===== src/rtl/cfg_bank_loader.sv =====
// Sequences LOAD/CLEAR/SET commands into a WORDS x WIDTH bank of enabled, resettable config flops.
// Latency: a SWEEP of n words completes with done n cycles after the accept edge; a LOAD completes with done the cycle after its last data handshake.
// Backpressure: cmd_ready is high only in IDLE; wr_ready is high only in LOAD; a SWEEP never stalls.
// Ports: clk/R (async active-low reset); cmd_* command port; wr_* LOAD data port;
//        abort; busy/done/aborted status; rd_addr/rd_data combinational readback;
//        cfg_q flattened bank (word i at [i*WIDTH +: WIDTH]).
module cfg_bank_loader #(
    parameter int              WORDS   = 8,
    parameter int              WIDTH   = 8,
    parameter int              AW      = 3,
    parameter logic [WIDTH-1:0] RST_VAL = '0
) (
    input  logic                   clk,
    input  logic                   R,
    input  logic                   cmd_valid,
    output logic                   cmd_ready,
    input  logic [1:0]             cmd_op,
    input  logic [AW-1:0]          cmd_addr,
    input  logic [AW-1:0]          cmd_len,
    input  logic                   wr_valid,
    output logic                   wr_ready,
    input  logic [WIDTH-1:0]       wr_data,
    input  logic                   abort,
    output logic                   busy,
    output logic                   done,
    output logic                   aborted,
    input  logic [AW-1:0]          rd_addr,
    output logic [WIDTH-1:0]       rd_data,
    output logic [WORDS*WIDTH-1:0] cfg_q
);

    localparam logic [1:0] S_IDLE  = 2'd0;
    localparam logic [1:0] S_LOAD  = 2'd1;
    localparam logic [1:0] S_SWEEP = 2'd2;
    localparam logic [1:0] S_DONE  = 2'd3;

    localparam logic [1:0] OP_LOAD  = 2'b00;
    localparam logic [1:0] OP_CLEAR = 2'b01;
    localparam logic [1:0] OP_SET   = 2'b10;

    logic [1:0]       state_q, state_d;
    logic [AW-1:0]    ptr_q, ptr_d;
    logic [AW-1:0]    rem_q, rem_d;
    logic [WIDTH-1:0] fill_q, fill_d;
    logic             aborted_q, aborted_d;
    logic [WIDTH-1:0] bank_q [WORDS];
    logic [WIDTH-1:0] bank_d [WORDS];
    logic             wr_en;
    logic [WIDTH-1:0] wr_val;

    always_comb begin
        state_d   = state_q;
        ptr_d     = ptr_q;
        rem_d     = rem_q;
        fill_d    = fill_q;
        aborted_d = 1'b0;
        wr_en     = 1'b0;
        wr_val    = fill_q;
        case (state_q)
            S_IDLE: begin
                if (cmd_valid) begin
                    ptr_d  = cmd_addr;
                    rem_d  = cmd_len;
                    fill_d = (cmd_op == OP_SET) ? '1 : '0;
                    if (cmd_op == OP_LOAD) begin
                        state_d = S_LOAD;
                    end else if (cmd_op == OP_CLEAR || cmd_op == OP_SET) begin
                        state_d = S_SWEEP;
                    end else begin
                        state_d = S_DONE;
                    end
                end
            end
            S_LOAD, S_SWEEP: begin
                // Abort wins over any write offered in the same cycle.
                if (abort) begin
                    state_d   = S_DONE;
                    aborted_d = 1'b1;
                end else if (state_q == S_SWEEP || wr_valid) begin
                    wr_en  = 1'b1;
                    wr_val = (state_q == S_LOAD) ? wr_data : fill_q;
                    if (rem_q == '0) begin
                        state_d = S_DONE;
                    end else begin
                        // WORDS is a power of two, so the pointer wraps naturally.
                        ptr_d = ptr_q + 1'b1;
                        rem_d = rem_q - 1'b1;
                    end
                end
            end
            default: begin
                state_d = S_IDLE;
            end
        endcase
    end

    // Only the addressed word is enabled; every other word holds.
    always_comb begin
        for (int i = 0; i < WORDS; i++) begin
            bank_d[i] = (wr_en && ptr_q == AW'(i)) ? wr_val : bank_q[i];
        end
    end

    always_ff @(posedge clk or negedge R) begin
        if (!R) begin
            state_q   <= S_IDLE;
            ptr_q     <= '0;
            rem_q     <= '0;
            fill_q    <= '0;
            aborted_q <= 1'b0;
            for (int i = 0; i < WORDS; i++) begin
                bank_q[i] <= RST_VAL;
            end
        end else begin
            state_q   <= state_d;
            ptr_q     <= ptr_d;
            rem_q     <= rem_d;
            fill_q    <= fill_d;
            aborted_q <= aborted_d;
            for (int i = 0; i < WORDS; i++) begin
                bank_q[i] <= bank_d[i];
            end
        end
    end

    assign cmd_ready = (state_q == S_IDLE);
    assign wr_ready  = (state_q == S_LOAD);
    assign busy      = (state_q == S_LOAD) || (state_q == S_SWEEP);
    assign done      = (state_q == S_DONE);
    assign aborted   = aborted_q;
    assign rd_data   = bank_q[rd_addr];

    for (genvar g = 0; g < WORDS; g++) begin : g_flat
        assign cfg_q[g*WIDTH +: WIDTH] = bank_q[g];
    end

endmodule


===== config.mk =====
export PLATFORM = sky130hd
export DESIGN_NAME = cfg_bank_loader
export DESIGN_NICKNAME = d
export VERILOG_FILES = /design/src/rtl/cfg_bank_loader.sv
export SDC_FILE = /design/constraint.sdc
export NUM_CORES = 1
export LEC_CHECK = 0
export CORE_MARGIN = 2
export CORE_UTILIZATION = 30
export CTS_BUF_LIST = sky130_fd_sc_hd__clkbuf_2
export CTS_CLUSTER_SIZE = 40
export DETAILED_ROUTE_END_ITERATION = 16
export SLEW_MARGIN = 20
export SYNTH_ARGS = -nofsm -noshare
export SYNTH_HDL_FRONTEND = slang
export SYNTH_SLANG_ARGS = --single-unit

===== constraint.sdc =====
create_clock -name clk -period 4.15 [get_ports clk]
set_input_delay 1.245 -clock clk [delete_from_list [all_inputs] [get_ports clk]]
set_output_delay 1.245 -clock clk [all_outputs]
set_load 0.05 [all_outputs]

==> results by group, run 1 <==
Status
  – Status: complete, no violations

Critical path
  – Critical path launch point type: input port
  – Setup CP Type: input port to output port
  – Type of destination of the critical path: output port
  – Req. time, crit path: 2.90 ns
  – CP Buf/Inv Count: 3
  – Slowest stage delay, CP: 0.49 ns
  – Largest delay share family, worst path: buffers and inverters
  – Slowest CP cell: mux4_2
  – Crit path cell chain: clkdlybuf4s15_1 -> bufbuf_16 -> mux4_2 -> mux2_2 -> buf_4
  – Crit Path Max Fanout: 8
  – R2R Setup Slk: 1.54 ns
  – CP arrival: 2.85 ns

Die
  – Rows: 41
  – # IOs: between 100 and 150
  – Die Height: 119 µm
  – Die Area: between 0.01 and 0.015 mm²
  – Initial Util: 31.0%
  – Core Region: around 0.013 mm²
  – Die X: about 120 µm

Timing
  – RSZ-0062 raised after global routing: false
  – Worst Max-Slew Pin Slew: about 0.66 ns
  – Peak Freq: between 200 and 250 MHz
  – Final Skew: 0.0302 ns
  – Hold_ws: 0.532 ns
  – Fin. max-slew vios: 0
  – Final Hold Fails: 0
  – Setup-failing EPs final: 0
  – Crit path time final: 4.09 ns
  – Slew headroom: a little under three fifths
  – Setup_tns: 0 ns
  – Fin crit share: 98.6%

Finish
  – Non-Filler Instances: ~640
  – Commonest non-fill, non-tap cell in the layout: clkdlybuf4s50_1
  – Area grow syn2layout: 33.8%
  – NumNets Final: just over 500
  – FILL cells: 1233
  – Share of layout cells above drive strength 1: 17.5%
  – Diodes inserted: 0
  – Highest-count cells in the layout ignoring fill and taps: clkdlybuf4s50_1 (90), dfrtp_1 (74), nand2_1 (52), o21ai_1 (40), nor2_1 (29)
  – Layout Utilization: 41.5%

Power
  – P_leak: approximately 2.2 nW
  – Worst VDD drop: 0.790 mV
  – PwrDens: 939 mW/mm²

Routing
  – Remaining DRCs: 0
  – DR vias: 3115
  – Drt pass-1 iters: 4
  – Via-to-Cell Ratio: 4.86
  – Antenna viol nets, final: 0
  – Total wire length: 11.3 mm
  – WL per Instance: 17.6 µm
  – 1st-iter DRT viols: 194

Global routing
  – Largest net degree at the start of global routing: 30
  – Gr usage total: 16.1%
  – Remaining Overflow, GRT: 0
  – Initial antenna violation count: 0
  – Met3 Use GR: 3.74%
  – Global-route wire length before repair: 17.5 mm
  – Met1 Use GR: 19.1%
  – Vias in the first global route: 3159
  – Global routing usage on met2: 29.3%
  – GRT Max-Usage Layer: met2

Logic synthesis
  – Multiplexer area fraction after synthesis: 14.0%
  – Post-synthesis cell area: 0.00396 mm²
  – Share of the synthesized area in the top cell type: 46.7%
  – Simple-Gate Fraction of Synth Area: 12.1%
  – Compound-Gate Fraction of Synth Area: 17.7%
  – Largest family of logic cells by synthesized area: compound AO/OA/AOI/OAI gates
  – Sequential area share after synthesis: between 40 and 50%
  – Post-synth EDFFs: 0
  – Mapped Nets: 406
  – Top area cells in the synthesized netlist: dfrtp_1 (47%), mux4_2 (9.1%), o21ai_1 (5.1%), nand2_1 (4.9%), a31oi_4 (4.8%)
  – Primary FF master, synth: dfrtp_1
  – Synth Warn #: 0
  – Post-Synth XOR/XNOR Area: 0.221%
  – Synth cell types: 39
  – Syn Area/Cell: 10.8 µm²
  – Area leader, netlist: dfrtp_1
  – Ys async rst share: 100%
  – Adder-Cell Fraction of Synth Area: 4.74%
  – Flops & latches, synth: 74
  – Syn Inst Count: 367

Clocking
  – Post-CTS setup buffer count: 0
  – TritonCTS buffer count: 9
  – CTS tree: done
  – Clock insertion delay at the later pin of the skew report: 0.51 ns
  – H-tree levels: 3
  – CTS Buffer Depth: 2
  – Clk sink count: 74
  – CTS clk-pin slew, worst paths: 0.19 ns
  – Root Buffer: clkbuf_2

Placed design
  – Placed instance count: 624
  – Port bufs: 100
  – Placed wire-length estimate: a little under 9 mm
  – Placer Congestion: approximately 0.86

Job
  – Max_cap viols: 0

Hold path
  – Worst hold path class: register to register
-- path summary, 6_finish.rpt --
| check | start | cells past startpoint | to |
|---|---|---|---|
| min in group asynchronous | R | 1 | cfg_q[31] |
| worst max register to register | state_q[0] | 7 | cfg_q[0] |
| worst min-delay path | fill_q[6] | 1 | fill_q[6] |
| worst min register to register | fill_q[6] | 1 | fill_q[6] |
| worst max-delay path | rd_addr[0] | 5 | rd_data[2] |
| max in group asynchronous | R | 2 | cfg_q[52] |
-- Yosys cell counts (2+ instances only) --
| cell type | number |
|---|---|
| clkbuf_1 | 12 |
| buf_6 | 2 |
| nand3_1 | 4 |
| and4_1 | 3 |
| a211oi_1 | 2 |
| buf_2 | 5 |
| ha_1 | 15 |
| nand2b_1 | 6 |
| mux4_2 | 16 |
| nand4_1 | 3 |
| a21oi_2 | 6 |
| o211ai_1 | 3 |
| o21ai_1 | 40 |
| mux2_2 | 12 |
| nor2b_1 | 2 |
| mux2i_1 | 6 |
| and2_1 | 2 |
| buf_1 | 3 |
| nor2_1 | 29 |
| nand2_1 | 52 |
| dfrtp_1 | 74 |
| a31oi_4 | 9 |
| a21oi_1 | 22 |
| buf_4 | 3 |
| inv_1 | 14 |
| a311oi_1 | 2 |
| o211a_1 | 3 |
| o21ai_0 | 6 |
-- stage by stage --
step	cell area, µm²	setup slack (ns)	total power, mW
3_3_place_gp	5130	-0.0874	4.50
3_5_place_dp	5130	-0.115	4.55
4_1_cts	5300	0.0332	5.02
2_1_floorplan	3960	0.225	3.53
6_report	5300	0.0572	4.98
5_1_grt	5300	0.0251	5.25
-- layout make-up --
type	count	area, µm²	area share (%)
tap	172	215	4.06
inverter	14	52.6	0.992
clock buffer	10	50.0	0.944
multi-input combinational	254	1930	36.4
timing repair buffer	111	1110	20.9
clock inverter	6	90.1	1.70
sequential	74	1850	34.9
-- logic make-up after synthesis --
group | count (synthesis)
DFF | 74
xor gates and xnor gates | 1
and+or+nand+nor | 107
muxes | 34
AOI/OAI and AO/OA | 97
buffers and inverters | 39
adders and majority gates | 15
-- report_power, final --
part	internal (mW)	switching (mW)	leakage (nW)
sequential	1.02	0.321	0.953
combinational	1.11	2.05	1.19
clock	0.204	0.264	0.0825
total	2.34	2.64	2.23
-- registers in the layout, summed over array words and instances (netlist names) --
name and cells:
ptr_q 3, aborted 1, cfg_q 64, state_q 2, rem_q 3, fill_q 1
-- per-layer routing --
layer / routed length, µm / vias up
li1: - / 1504
met1: 4480 / 1499
met2: 6010 / 99
met3: 592 / 13
met4: 177 / 0
met5: 0 / -
-- timing repair --
action,4_1_cts,5_1_grt
hold buffers,0,0
gates cloned,1,0
endpoints found under the setup margin,8,4
pin swaps,0,0
resized for setup,1,1
Note: power is estimated with default switching activity, not from simulation.
==> inputs of run 2 (changes only) <==
GPL_ROUTABILITY_DRIVEN = 0   (was default)
==> results of run 2 <==
Final layout, timing and power as in run 1 (identical DEF).
==> inputs of run 3 (changes only) <==
RECOVER_POWER = 50   (was default)
TNS_END_PERCENT = 10   (was default)
==> run 3 against run 2 <==
The flow now finishes with violations (capacitance limit, slew limit); clock power hardly changed; sequential share of layout area up 1.0 points; via count rose by 0.71%; critical path type unchanged; cell count unchanged.
==> results by group, run 3 (synthesized netlist as in run 1, its figures left out) <==
Critical path
  – Slowest CP cell: mux4_2
  – Worst reg2reg path depth: 7 (unchanged)
  – Critical path launch point type: input port
  – Req. time, crit path: 2.90 ns (about the same)
  – CP Buf/Inv Count: 3 (unchanged)
  – Setup CP Type: input port to output port
  – CP arrival: 2.84 ns (about the same)
  – Crit Path Max Fanout: 8 (unchanged)
  – Stages on worst setup path: 5 (unchanged)
  – Largest delay share family, worst path: buffers and inverters
  – Slowest stage delay, CP: 0.49 ns (about the same)
  – Type of destination of the critical path: output port
  – Crit path cell chain: clkdlybuf4s15_1 -> bufbuf_16 -> mux4_2 -> mux2_2 -> buf_4

Power
  – Worst VDD drop: 0.707 mV (-11%)
  – PwrDens: 945 mW/mm² (+0.59%)
  – P_leak: 2.21 nW (-0.98%)

Routing
  – Total wire length: 11.3 mm (+0.31%)
  – WL per Instance: 17.6 µm (+0.31%)
  – Via-to-Cell Ratio: 4.89 (+0.71%)
  – DR vias: 3137 (+0.71%)
  – 1st-iter DRT viols: 243 (+25%)
  – Drt pass-1 iters: 4 (unchanged)
  – Antenna viol nets, final: 0 (unchanged)
  – Remaining DRCs: 0 (unchanged)

Clocking
  – CTS tree: done
  – Clk sink count: 74 (unchanged)
  – CTS Buffer Depth: 2 (unchanged)
  – H-tree levels: 3 (unchanged)
  – CTS clk-pin slew, worst paths: 0.19 ns (about the same)
  – TritonCTS buffer count: 9 (unchanged)
  – Clock insertion delay at the later pin of the skew report: 0.51 ns (about the same)
  – Root Buffer: clkbuf_2
  – Hold_buf cts: 0 (unchanged)

Status
  – Status: finished with violations
  – Failing checks: capacitance limit, slew limit

Finish
  – FILL cells: 1250 (+1.4%)
  – Non-Filler Instances: 641 (unchanged)
  – Commonest non-fill, non-tap cell in the layout: clkdlybuf4s50_1
  – Max reg flops: 64 (unchanged)
  – Design Area, Final: 0.00515 mm² (-2.9%)
  – Area grow syn2layout: 29.9%
  – NumNets Final: 503 (unchanged)
  – Diodes inserted: 0 (unchanged)
  – Highest-count cells in the layout ignoring fill and taps: clkdlybuf4s50_1 (88), dfrtp_1 (74), nand2_1 (52), nor2_1 (29), o21ai_1 (26)
  – Layout Utilization: 40.3% (-1.2 points)
  – Share of layout cells above drive strength 1: 14.5% (-3.0 points)

Global routing
  – Global-route wire length before repair: 17.5 mm (unchanged)
  – Vias in the first global route: 3159 (unchanged)
  – Remaining Overflow, GRT: 0 (unchanged)
  – Largest net degree at the start of global routing: 30 (unchanged)
  – Gr usage total: 16.1% (unchanged)
  – Initial antenna violation count: 0 (unchanged)

Die
  – Die X: 119 µm (unchanged)
  – Rows: 41 (unchanged)
  – Initial Util: 31.0% (unchanged)
  – Core Region: 0.0128 mm² (unchanged)
  – # IOs: 101 (unchanged)
  – Die Height: 119 µm (unchanged)
  – Die Area: 0.0141 mm² (unchanged)

Timing
  – Setup_tns: 0 ns (unchanged)
  – Worst Max-Slew Pin Slew: 1.57 ns (+0.909 ns)
  – Peak Freq: 245 MHz (+0.25%)
  – Fin. max-slew vios: 30 (+30)
  – Fin crit share: 98.4% (-0.25 points)
  – RSZ-0062 raised after global routing: false
  – Slew headroom: -4.85% (-61 points)
  – Hold_ws: 0.532 ns (+0.000307 ns)
  – Setup-failing EPs final: 0 (unchanged)
  – Final Skew: 0.0243 ns (-0.00592 ns)
  – Crit path time final: 4.08 ns (-0.0102 ns)
  – Final Hold Fails: 0 (unchanged)

Placed design
  – Placed wire-length estimate: 8.68 mm (unchanged)
  – Placed instance count: 624 (unchanged)
  – Port bufs: 100 (unchanged)
  – Area post-placement: 0.00513 mm² (unchanged)

Hold path
  – Worst hold path class: register to register
  – Hold Crit Depth: 1 (unchanged)

Job
  – Max_cap viols: 1 (+1)
-- run 3: routing by layer --
metal	part of all wire (%)	global-route usage [%]	wire length [µm]
met2	53	29.3	6000
met4	1.6	4.02	179
met5	0	0	0
met3	4.9	3.74	549
met1	40	19.1	4570
-- run 3: worst paths after layout --
kind / from / endpoint / slack [ns]
hold / removal: fill_q[6] / fill_q[6] / 0.53
hold reg to reg: fill_q[6] / fill_q[6] / 0.53
setup reg to reg: state_q[1] / cfg_q[50] / 0.84
max in group asynchronous: R / cfg_q[44] / 1.08
min in group asynchronous: R / cfg_q[7] / 1.08
setup / recovery: rd_addr[0] / rd_data[2] / 0.07
-- run 3: metrics by stage --
stage / setup WS (ns) / total power [mW]
detailed placement: -0.115 / 4.55
CTS: 0.0332 / 5.02
floorplan: 0.225 / 3.53
global route: 0.0251 / 5.14
global placement: -0.0874 / 4.50
finish: 0.0674 / 4.86
-- run 3: layout make-up --
type                       instances  area (µm²)  share of cell area (%)
tap                              172         215                    4.18
sequential                        74        1850                    36.0
multi-input combinational        254        1790                    34.8
clock inverter                     6        90.1                    1.75
timing repair buffer             111        1100                    21.4
inverter                          14        52.6                    1.02
clock buffer                      10        50.0                   0.972
-- run 3: worst register-to-register path: stages (launching register included) --
cell	delay, ns
dfrtp_1	0.47
inv_1	0.09
ha_1	0.29
buf_4	0.24
nor2b_1	0.64
a31oi_1	0.44
a31oi_1	0.78
o21ai_0	0.22
-- run 3: repair_timing --
| item | 4_1_cts | 5_1_grt |
|---|---|---|
| endpoints found under the setup margin | 8 | 4 |
| buffers inserted | 0 | 0 |
| cloned | 1 | 0 |
| gates resized for setup | 1 | 1 |
-- run 3: power by group --
group	switching [mW]	leakage, nW	total [mW]	internal, mW
clock	0.265	0.0825	0.469	0.204
combinational	1.98	1.17	3.05	1.07
sequential	0.323	0.953	1.35	1.02
